<file path="src/rtl/k7800_pkg.sv">
// Shared definitions for the 7800 core video path: palette geometry and loader states.
package k7800_pkg;

  localparam int unsigned PAL_BYTES   = 768;
  localparam int unsigned PAL_ENTRIES = 256;

  typedef enum logic [1:0] {
    IDLE,
    STREAM,
    PAD,
    FINISH
  } pal_state_t;

endpackage

</file>
<file path="src/rtl/palette_loader_byte_fifo.sv">
// Synchronous byte FIFO with registered read data and an occupancy count.
// A push into a full FIFO is accepted only when a pop happens in the same cycle.
module byte_fifo #(
  parameter int unsigned DEPTH = 4
) (
  input  logic                     clk_sys,
  input  logic                     reset,
  input  logic                     push,
  input  logic [7:0]               din,
  input  logic                     pop,
  output logic [7:0]               dout,
  output logic [$clog2(DEPTH):0]   count,
  output logic                     full,
  output logic                     empty
);

  localparam int unsigned AW = $clog2(DEPTH);

  logic [7:0]    mem [DEPTH];
  logic [AW-1:0] wr_ptr;
  logic [AW-1:0] rd_ptr;
  logic          do_push;
  logic          do_pop;

  always_comb begin
    full    = (32'(count) == DEPTH);
    empty   = (count == '0);
    do_pop  = pop && !empty;
    do_push = push && (!full || do_pop);
  end

  always_ff @(posedge clk_sys) begin
    if (do_push) mem[wr_ptr] <= din;
  end

  always_ff @(posedge clk_sys) begin
    if (reset) begin
      wr_ptr <= '0;
      rd_ptr <= '0;
      count  <= '0;
      dout   <= '0;
    end else begin
      if (do_push) wr_ptr <= wr_ptr + 1'b1;
      if (do_pop) begin
        dout   <= mem[rd_ptr];
        rd_ptr <= rd_ptr + 1'b1;
      end
      unique case ({do_push, do_pop})
        2'b10:   count <= count + 1'b1;
        2'b01:   count <= count - 1'b1;
        default: count <= count;
      endcase
    end
  end

endmodule

</file>
<file path="src/rtl/palette_loader.sv">
// Buffers the ioctl palette download and replays it to video_mux as a paced
// pal_load/pal_wr byte stream, padding short files to a whole RGB entry.
module palette_loader #(
  parameter logic [7:0]  PAL_INDEX  = 8'd2,
  parameter int unsigned FIFO_DEPTH = 4,
  parameter int unsigned WR_GAP     = 1
) (
  input  logic        clk_sys,
  input  logic        reset,
  input  logic        ioctl_download,
  input  logic [7:0]  ioctl_index,
  input  logic        ioctl_wr,
  input  logic [24:0] ioctl_addr,
  input  logic [7:0]  ioctl_dout,
  output logic        ioctl_wait,
  output logic        pal_load,
  output logic        pal_wr,
  output logic [7:0]  pal_data,
  output logic [9:0]  pal_addr,
  output logic        pal_done,
  output logic        pal_err
);

  import k7800_pkg::*;

  localparam logic [9:0] CNT_FULL = 10'(PAL_BYTES);
  localparam logic [3:0] GAP_LOAD = 4'(WR_GAP);
  localparam int unsigned CW      = $clog2(FIFO_DEPTH) + 1;

  pal_state_t state, state_nxt;

  logic          dl_match, dl_prev, dl_rise, start_pend, start_go;
  logic          wr_hit, addr_ok, accept, drop;
  logic          pop, pad_wr, emit, data_from_fifo;
  logic [9:0]    byte_cnt;
  logic [1:0]    phase;
  logic [3:0]    gap_cnt;
  logic [7:0]    fifo_dout;
  logic [CW-1:0] fifo_count;
  logic          fifo_full, fifo_empty;

  byte_fifo #(.DEPTH(FIFO_DEPTH)) u_fifo (
    .clk_sys (clk_sys),
    .reset   (reset),
    .push    (accept),
    .din     (ioctl_dout),
    .pop     (pop),
    .dout    (fifo_dout),
    .count   (fifo_count),
    .full    (fifo_full),
    .empty   (fifo_empty)
  );

  // phase tracks byte_cnt mod 3 so padding needs no divider
  always_comb begin
    dl_match = ioctl_download && (ioctl_index == PAL_INDEX);
    dl_rise  = dl_match && !dl_prev;
    start_go = dl_match && (dl_rise || start_pend);
    wr_hit   = dl_match && ioctl_wr;
    addr_ok  = (ioctl_addr < 25'(PAL_BYTES));
    accept   = wr_hit && addr_ok;
    pop      = (state == STREAM) && !fifo_empty && (gap_cnt == '0) && (byte_cnt != CNT_FULL);
    pad_wr   = (state == PAD) && (gap_cnt == '0) && (phase != 2'd0);
    emit     = pop || pad_wr;
    drop     = (wr_hit && !addr_ok) || (accept && fifo_full && !pop);
  end

  always_ff @(posedge clk_sys) begin
    if (reset) state <= IDLE;
    else       state <= state_nxt;
  end

  always_comb begin
    state_nxt = state;
    unique case (state)
      IDLE:    if (start_go) state_nxt = STREAM;
      STREAM: begin
        if (byte_cnt == CNT_FULL)         state_nxt = FINISH;
        else if (!dl_match && fifo_empty) state_nxt = (phase == 2'd0) ? FINISH : PAD;
      end
      PAD:     if (phase == 2'd0) state_nxt = FINISH;
      FINISH:  state_nxt = IDLE;
      default: state_nxt = IDLE;
    endcase
  end

  always_comb begin
    pal_load = (state != IDLE);
    pal_done = (state == FINISH) && (byte_cnt == CNT_FULL);
    pal_data = data_from_fifo ? fifo_dout : '0;
  end

  always_ff @(posedge clk_sys) begin
    if (reset) begin
      dl_prev        <= 1'b0;
      start_pend     <= 1'b0;
      byte_cnt       <= '0;
      phase          <= '0;
      gap_cnt        <= '0;
      pal_wr         <= 1'b0;
      pal_addr       <= '0;
      pal_err        <= 1'b0;
      data_from_fifo <= 1'b0;
      ioctl_wait     <= 1'b0;
    end else begin
      dl_prev    <= dl_match;
      ioctl_wait <= (32'(fifo_count) >= FIFO_DEPTH - 1);

      // a start seen outside IDLE is held so pal_load still drops for a cycle
      if (state == IDLE)  start_pend <= 1'b0;
      else if (dl_rise)   start_pend <= 1'b1;

      if (emit)                gap_cnt <= GAP_LOAD;
      else if (gap_cnt != '0)  gap_cnt <= gap_cnt - 1'b1;

      pal_wr <= emit;
      if (emit) begin
        pal_addr       <= byte_cnt;
        byte_cnt       <= byte_cnt + 10'd1;
        phase          <= (phase == 2'd2) ? 2'd0 : phase + 2'd1;
        data_from_fifo <= pop;
      end

      if (state == IDLE && start_go) begin
        byte_cnt <= '0;
        phase    <= '0;
        pal_err  <= 1'b0;
      end
      if (state == STREAM && state_nxt != STREAM && byte_cnt != CNT_FULL) pal_err <= 1'b1;
      if (drop) pal_err <= 1'b1;
    end
  end

endmodule

</file>
<file path="config.mk">
export PLATFORM = sky130hd
export DESIGN_NAME = palette_loader
export DESIGN_NICKNAME = d
export VERILOG_FILES = /design/src/rtl/k7800_pkg.sv /design/src/rtl/palette_loader_byte_fifo.sv /design/src/rtl/palette_loader.sv
export SDC_FILE = /design/constraint.sdc
export NUM_CORES = 1
export LEC_CHECK = 0
export BUFFER_PORTS_ARGS = -buffer_cell sky130_fd_sc_hd__buf_4
export CORE_ASPECT_RATIO = 0.6
export CORE_MARGIN = 10
export CORE_UTILIZATION = 35
export DETAILED_ROUTE_END_ITERATION = 16
export PLACE_DENSITY_LB_ADDON = 0.15
export SLEW_MARGIN = 10
export SYNTH_ARGS = -nofsm -noshare
export SYNTH_HDL_FRONTEND = slang
export SYNTH_HIERARCHICAL = 1
export SYNTH_SLANG_ARGS = --single-unit
</file>
<file path="constraint.sdc">
create_clock -name clk_sys -period 5.75 [get_ports clk_sys]
set_clock_uncertainty 0.15 [all_clocks]
set_input_delay 0 -clock clk_sys [delete_from_list [all_inputs] [get_ports clk_sys]]
set_output_delay 0 -clock clk_sys [all_outputs]
set_load 0.05 [all_outputs]
</file>
# After elaboration in Yosys (flattened, before gate mapping)
# Memory sizes are Yosys's and may differ from the RTL's. A register that Yosys moved wholly into a read port is not among the register bits.
# Index checks and enable logic that the tools add are counted.
# op_classes
reduce_logical,43
n_addsub,7
muxes,16
magnitude_cmp,2
n_eq_ne,11
# op_table
operator,count
$lt A25 B10 Y1 const B,1
$logic_and A1 B1 Y1,20
$add A10 B1 Y10 const B,1
$eq A10 B10 Y1 const B,1
$mux W2,5
$ne A10 B10 Y1 const B,1
$eq A2 B2 Y1 const B,4
$eq A8 B2 Y1 const B,1
$mux W1,8
$mux W8,1
$pmux W2 S4,1
$reduce_bool A2 Y1,4
$add A2 B1 Y2 const B,3
$logic_not A1 Y1,6
$pmux W3 S2,1
$reduce_or A2 Y1,3
$eq A2 B1 Y1 const B,2
$logic_not A2 Y1,2
$logic_not A4 Y1,1
$logic_or A1 B1 Y1,4
$reduce_bool A4 Y1,1
$sub A4 B1 Y4 const B,1
$add A3 B1 Y3 const B,1
$eq A3 B3 Y1 const B,1
other kinds (5),5
# totals
elab_cells,95
reg_bits,41
mem_count,1
input_bits,45
ram_bits,32
# memory_table
name,words,width,rd,rd_clocked_by_memory_dff,write_ports,line,rtl
u_fifo.mem,4,8,1,1,1,palette_loader_byte_fifo.sv:19,logic [7:0] mem [DEPTH];

# Logic depth before layout (Yosys ltp)
# depth
depth_word,12
ltp_mapped,15

# Modules after synthesis
# The synthesis kept the hierarchy.
# by_module_without_submodules
module,instances,cells_per_inst,area_each_um2
byte_fifo,1,133,1960.6
palette_loader,1,185,1654.1

# Worst setup path after synthesis
# OpenSTA, ideal clock, no wires.
# synth_timing
path_type,flip-flop to flip-flop
startpoint,register u_fifo.count[1]
endpoint,register u_fifo.count[2]
arrival_time_ns,2.874
path_buffers,2
period_less_slack_ns,3.147
path_slack_ns,2.603
stages_incl_launch_ff,15
path_cell_list,dfxtp_1 > nor3_1 > or3b_1 > a31oi_2 > nand2_1 > inv_1 > buf_4 > o31a_2 > buf_2 > nand2b_1 > fa_1 > inv_1 > nor3_1 > a31oi_1 > mux2_1
# synth_between
elab_chain_len,10
elab_cells_between_ends,16
cone_classes,add/sub: 2; eq/ne: 3; mux: 1; reduce/logical: 10
# synth_rtl
element,line,rtl
from (decl),palette_loader_byte_fifo.sv:12,"output logic [$clog2(DEPTH):0] count,"
from (signal assigned),palette_loader_byte_fifo.sv:49,2'b10: count <= count + 1'b1;
from (signal assigned),palette_loader_byte_fifo.sv:50,2'b01: count <= count - 1'b1;
from (signal assigned),palette_loader_byte_fifo.sv:51,default: count <= count;
$logic_not A3 Y1 *,palette_loader_byte_fifo.sv:27,empty = (count == '0);
named net fifo_empty,palette_loader.sv:40,"logic fifo_full, fifo_empty;"
$logic_not A1 Y1 *,palette_loader.sv:62,pop = (state == STREAM) && !fifo_empty && (gap_cnt == '0) && (byte_cnt != CNT_FULL);
$logic_and A1 B1 Y1 * (3 in series),palette_loader.sv:62,
named net pop,palette_loader.sv:34,"logic pop, pad_wr, emit, data_from_fifo;"
$logic_and A1 B1 Y1 *,palette_loader_byte_fifo.sv:28,do_pop = pop && !empty;
$logic_or A1 B1 Y1,palette_loader_byte_fifo.sv:29,do_push = push && (!full || do_pop);
$logic_and A1 B1 Y1,palette_loader_byte_fifo.sv:29,
$eq A2 B1 Y1 / $eq A2 B2 Y1 (equally long branches),palette_loader_byte_fifo.sv:48,"unique case ({do_push, do_pop})"
$pmux W3 S2 / $reduce_bool A2 Y1 (equally long branches),--,
# Mark *: on every way through the listed nets, which the timed path passes. The rest lies on a longest branch.
# A chain may end at the register's enable or synchronous reset.

# Worst setup path in the final report
# layout_timing
startpoint,register u_fifo.count[0]
endpoint,register u_fifo.count[2]
# Same word-level chain as after synthesis.

==> summary.txt <==
Run status
  • Status: complete, no violations

GRT
  • Maximum number of pins on one net before global-route repair: 39
  • Global router's overall resource usage: between 10% and 20%
  • Vias in the first global route: 2,683
  • Antenna violations before repair: 0
  • Grt total ovfl: 0
  • Global-route wire length before repair: 13.32 mm

Route
  • Post-detailed-routing wire length: about 8.1 mm
  • Iteration-0 DRC Markers: 90
  • Pre-antenna DRT Iters: 4
  • DR DRC count: 0
  • Wire length per cell after detailed routing: 15.25 um
  • Total via count after detailed routing: 2,560
  • Post-DRT Antenna Nets: 0
  • Via/cell ratio: ~4.8

Placed design
  • Port Buffers: 59
  • Half-perimeter wire length after placement: roughly 5.7 mm
  • Number of placed cells counting well taps: 500
  • Global placer's final weighted congestion: 0.7837

Clock network
  • Clock tree root buffer cell: sky130_fd_sc_hd__clkbuf_16
  • Maximum buffer depth of the clock tree: 2
  • Worst-skew pair later-pin latency: 330 ps
  • Clock Pin Slew Worst Setup and Hold Paths: 60 ps
  • Post-CTS Resized: 0
  • H-Tree Level Count: 3
  • Clock buffers created by TritonCTS: 9
  • CTS tree: yes
  • Sink count of the clock tree: 81

Logic synthesis
  • Syn avg cell area: 11.37 um2
  • Synth async-reset ratio: 0%
  • Synth top area share: between 20% and 30%
  • Commonest cells in the synthesized netlist: 49 x sky130_fd_sc_hd__dfxtp_1, 42 x sky130_fd_sc_hd__nor2_1, 32 x sky130_fd_sc_hd__edfxtp_1
  • Netlist area before placement: 3615 um2
  • Nets in the synthesized netlist: 372
  • Number of enable flip-flop cells after synthesis: 32
  • Synth Instances: 318
  • Commonest register cell after synthesis: sky130_fd_sc_hd__dfxtp_1
  • Yosys synthesis warning count: 6
  • Netlist cell types: 58
  • Leading post-synthesis cells by cell area: sky130_fd_sc_hd__dfxtp_1 27%, sky130_fd_sc_hd__edfxtp_1 27%, sky130_fd_sc_hd__mux4_2 5.0%
  • Most frequent cell after synthesis: sky130_fd_sc_hd__dfxtp_1
  • Share of the yosys chip area belonging to registers: around 54%
  • Yosys reg bits: 81
  • Leading area contributor after synthesis: sky130_fd_sc_hd__dfxtp_1

Setup path
  • Kind of critical path: flop to flop
  • Crit-path max cell delay: 560 ps
  • Cells along the critical path: nor3_1 > or3b_1 > a31oi_2 > nand2_1 > inv_1 > o31a_2 > nand2b_1 > fa_1 > inv_1 > nor3_1 > a31oi_1 > mux2_1
  • Highest-delay cell along the critical path: sky130_fd_sc_hd__dfxtp_1
  • WP buf/inv: 2
  • Worst path required time: 5820 ps
  • Crit path arrival time: 3740 ps
  • CP endpoint kind: flop
  • Top delay family on crit path: simple AND/OR/NAND/NOR gates
  • Largest driver fanout on the critical path: 11
  • Kind of start point of the critical path: flop

Floorplanning
  • Placeable Area: roughly 10000 um2
  • Count of standard-cell rows: 28
  • Area of the die: 14,930 um2
  • Initial core utilization: 36.33%
  • Die outline width: 151.2 um
  • Height of the die: a little under 100 um
  • Number of ports placed on the die boundary: 68

STA
  • Final setup violation count: 0
  • Final Hold Fails: 0
  • Final Cycle Share: 63.85%
  • Achievable clock frequency: 272.4 MHz
  • Final critical-path required period: between 3000 and 4000 ps
  • Max Slew Vio Count: 0
  • Sum of negative setup slack: 0 ps
  • Unrepaired setup endpoints after global routing: no
  • Headroom to the max-slew limit: 50.17%
  • Worst Max-Slew Pin Slew: ~740 ps

Final layout
  • Final #Nets: 443
  • Final antenna diode count: 0
  • Fillers: approximately 950
  • Layout cells sized above 1: 25.63%
  • Post-Layout Cell Count: 529
  • Area growth syn-to-layout: 26.65%

Pwr
  • Share of total power in sequential cells: between 40% and 50%
  • LEAKAGE: ~0.0018 uW
  • Internal power: approximately 1000 uW
  • P per Cell Area: 290.9 nW/um2
  • IR drop worst, VDD: approximately 0.16 mV
  • Relative contribution of the clock network to total power: 43.6%
  • Part of the power in combinational logic: 9.6%
  • NetSw: 312.9 uW
  • Fraction of power spent switching nets: 23.49%

Hold path
  • Min-delay worst type: input pin to flop

Flow run
  • Max-cap check violation count: 0
-- path summary, 6_finish.rpt --
path	to	cells past startpoint	slack [ps]	startpoint
worst max-delay path	u_fifo/count[2]	12	2080	u_fifo/count[0]
worst min-delay path	pal_err	4	30	ioctl_addr[10]
worst max register to register	u_fifo/count[2]	12	2080	u_fifo/count[0]
worst min register to register	u_fifo/dout[1]	2	300	u_fifo/dout[1]
-- layout by cell type, fill, tap and decap left out, types with 4 or more instances in the layout --
| cell | Yosys | final |
|---|---|---|
| sky130_fd_sc_hd__dfxtp_1 | 49 | 49 |
| sky130_fd_sc_hd__ha_1 | 8 | 8 |
| sky130_fd_sc_hd__xnor2_1 | 5 | 5 |
| sky130_fd_sc_hd__mux4_2 | 8 | 8 |
| sky130_fd_sc_hd__dlygate4sd3_1 | 0 | 13 |
| sky130_fd_sc_hd__nand4_1 | 5 | 5 |
| sky130_fd_sc_hd__edfxtp_1 | 32 | 32 |
| sky130_fd_sc_hd__nor3_1 | 6 | 6 |
| sky130_fd_sc_hd__buf_4 | 1 | 59 |
| sky130_fd_sc_hd__mux2i_1 | 12 | 12 |
| sky130_fd_sc_hd__xor2_1 | 8 | 8 |
| sky130_fd_sc_hd__clkbuf_16 | 0 | 9 |
| sky130_fd_sc_hd__nor4_1 | 4 | 4 |
| sky130_fd_sc_hd__and2_2 | 4 | 4 |
| sky130_fd_sc_hd__a21oi_1 | 16 | 16 |
| sky130_fd_sc_hd__nand2_1 | 27 | 27 |
| sky130_fd_sc_hd__and2_1 | 11 | 11 |
| sky130_fd_sc_hd__a31oi_1 | 4 | 4 |
| sky130_fd_sc_hd__inv_1 | 15 | 15 |
| sky130_fd_sc_hd__nor2_1 | 42 | 42 |
| sky130_fd_sc_hd__o21ai_0 | 4 | 4 |
-- what timing repair did --
| action | 4_1_cts | 5_1_grt |
|---|---|---|
| endpoints found under the hold margin | 63 | 0 |
| hold buffers | 13 | 0 |
| buffers inserted | 0 | 0 |
-- cell type report --
class | count | area (um2) | area share (%)
multi-input cells | 210 | 1531 | 33.45
clock inverters | 6 | 67.56 | 1.476
well taps | 135 | 168.9 | 3.690
repair buffers | 72 | 573.1 | 12.52
flip-flops and latches | 81 | 1942 | 42.42
inverters | 15 | 56.30 | 1.230
clock buffers | 10 | 239.0 | 5.220
-- flip-flops by register name, summed over array words and instances, names as in the netlist, 3 cells and up --
| register | cells |
|---|---|
| u_fifo/mem | 32 |
| byte_cnt | 10 |
| pal_addr | 10 |
| gap_cnt | 4 |
| u_fifo/count | 3 |
| u_fifo/dout | 8 |
-- cells by family after synthesis --
family / synth area share (%)
AOI/OAI and AO/OA: 8.135
xor gates and xnor gates: 3.150
adders and majority gates: 3.323
buffers and inverters: 3.911
DFF: 53.72
muxes: 8.619
and+or+nand+nor: 19.14
-- stage by stage --
step	setup slack (ps)	power [uW]	area [um2]	util (%)	hold WS [ps]
6_report	2079	1332	4578	46.01	27.78
5_1_grt	1707	1384	4578	46.01	12.53
4_1_cts	2112	1350	4578	46.01	4.863
3_5_place_dp	2139	758.6	4141	41.62	56.99
3_3_place_gp	2174	755.0	4141	41.62	53.30
2_1_floorplan	2603	715.3	3615	-	-80.93
-- per-layer routing --
metal  up-vias  global-route usage [%]  wire length (um)
li1       1278                       -                 -
met1      1204                   15.72              4172
met2        72                   14.66              3207
met3         6                   4.932               614
met4         0                   4.937                74
met5         -                       0                 0
-- worst reg2reg max path, stage by stage, from the launching register on --
cell and delay [ps]:
sky130_fd_sc_hd__dfxtp_1 560, sky130_fd_sc_hd__nor3_1 170, sky130_fd_sc_hd__or3b_1 430, sky130_fd_sc_hd__a31oi_2 270
sky130_fd_sc_hd__nand2_1 150, sky130_fd_sc_hd__inv_1 300, sky130_fd_sc_hd__o31a_2 390, sky130_fd_sc_hd__nand2b_1 120
sky130_fd_sc_hd__fa_1 370, sky130_fd_sc_hd__inv_1 80, sky130_fd_sc_hd__nor3_1 50, sky130_fd_sc_hd__a31oi_1 180
sky130_fd_sc_hd__mux2_1 330
-- power by group through the flow --
| stage | Sequential (uW) | Clock, uW | Combinational, uW |
|---|---|---|---|
| 6_report | 624 | 580 | 128 |
| 4_1_cts | 624 | 597 | 129 |
| 5_1_grt | 626 | 618 | 141 |
| 2_1_floorplan | 636 | 0 | 79.5 |
| 3_3_place_gp | 636 | 0 | 119 |
| 3_5_place_dp | 636 | 0 | 122 |
Note: power is estimated with default switching activity, not from simulation.
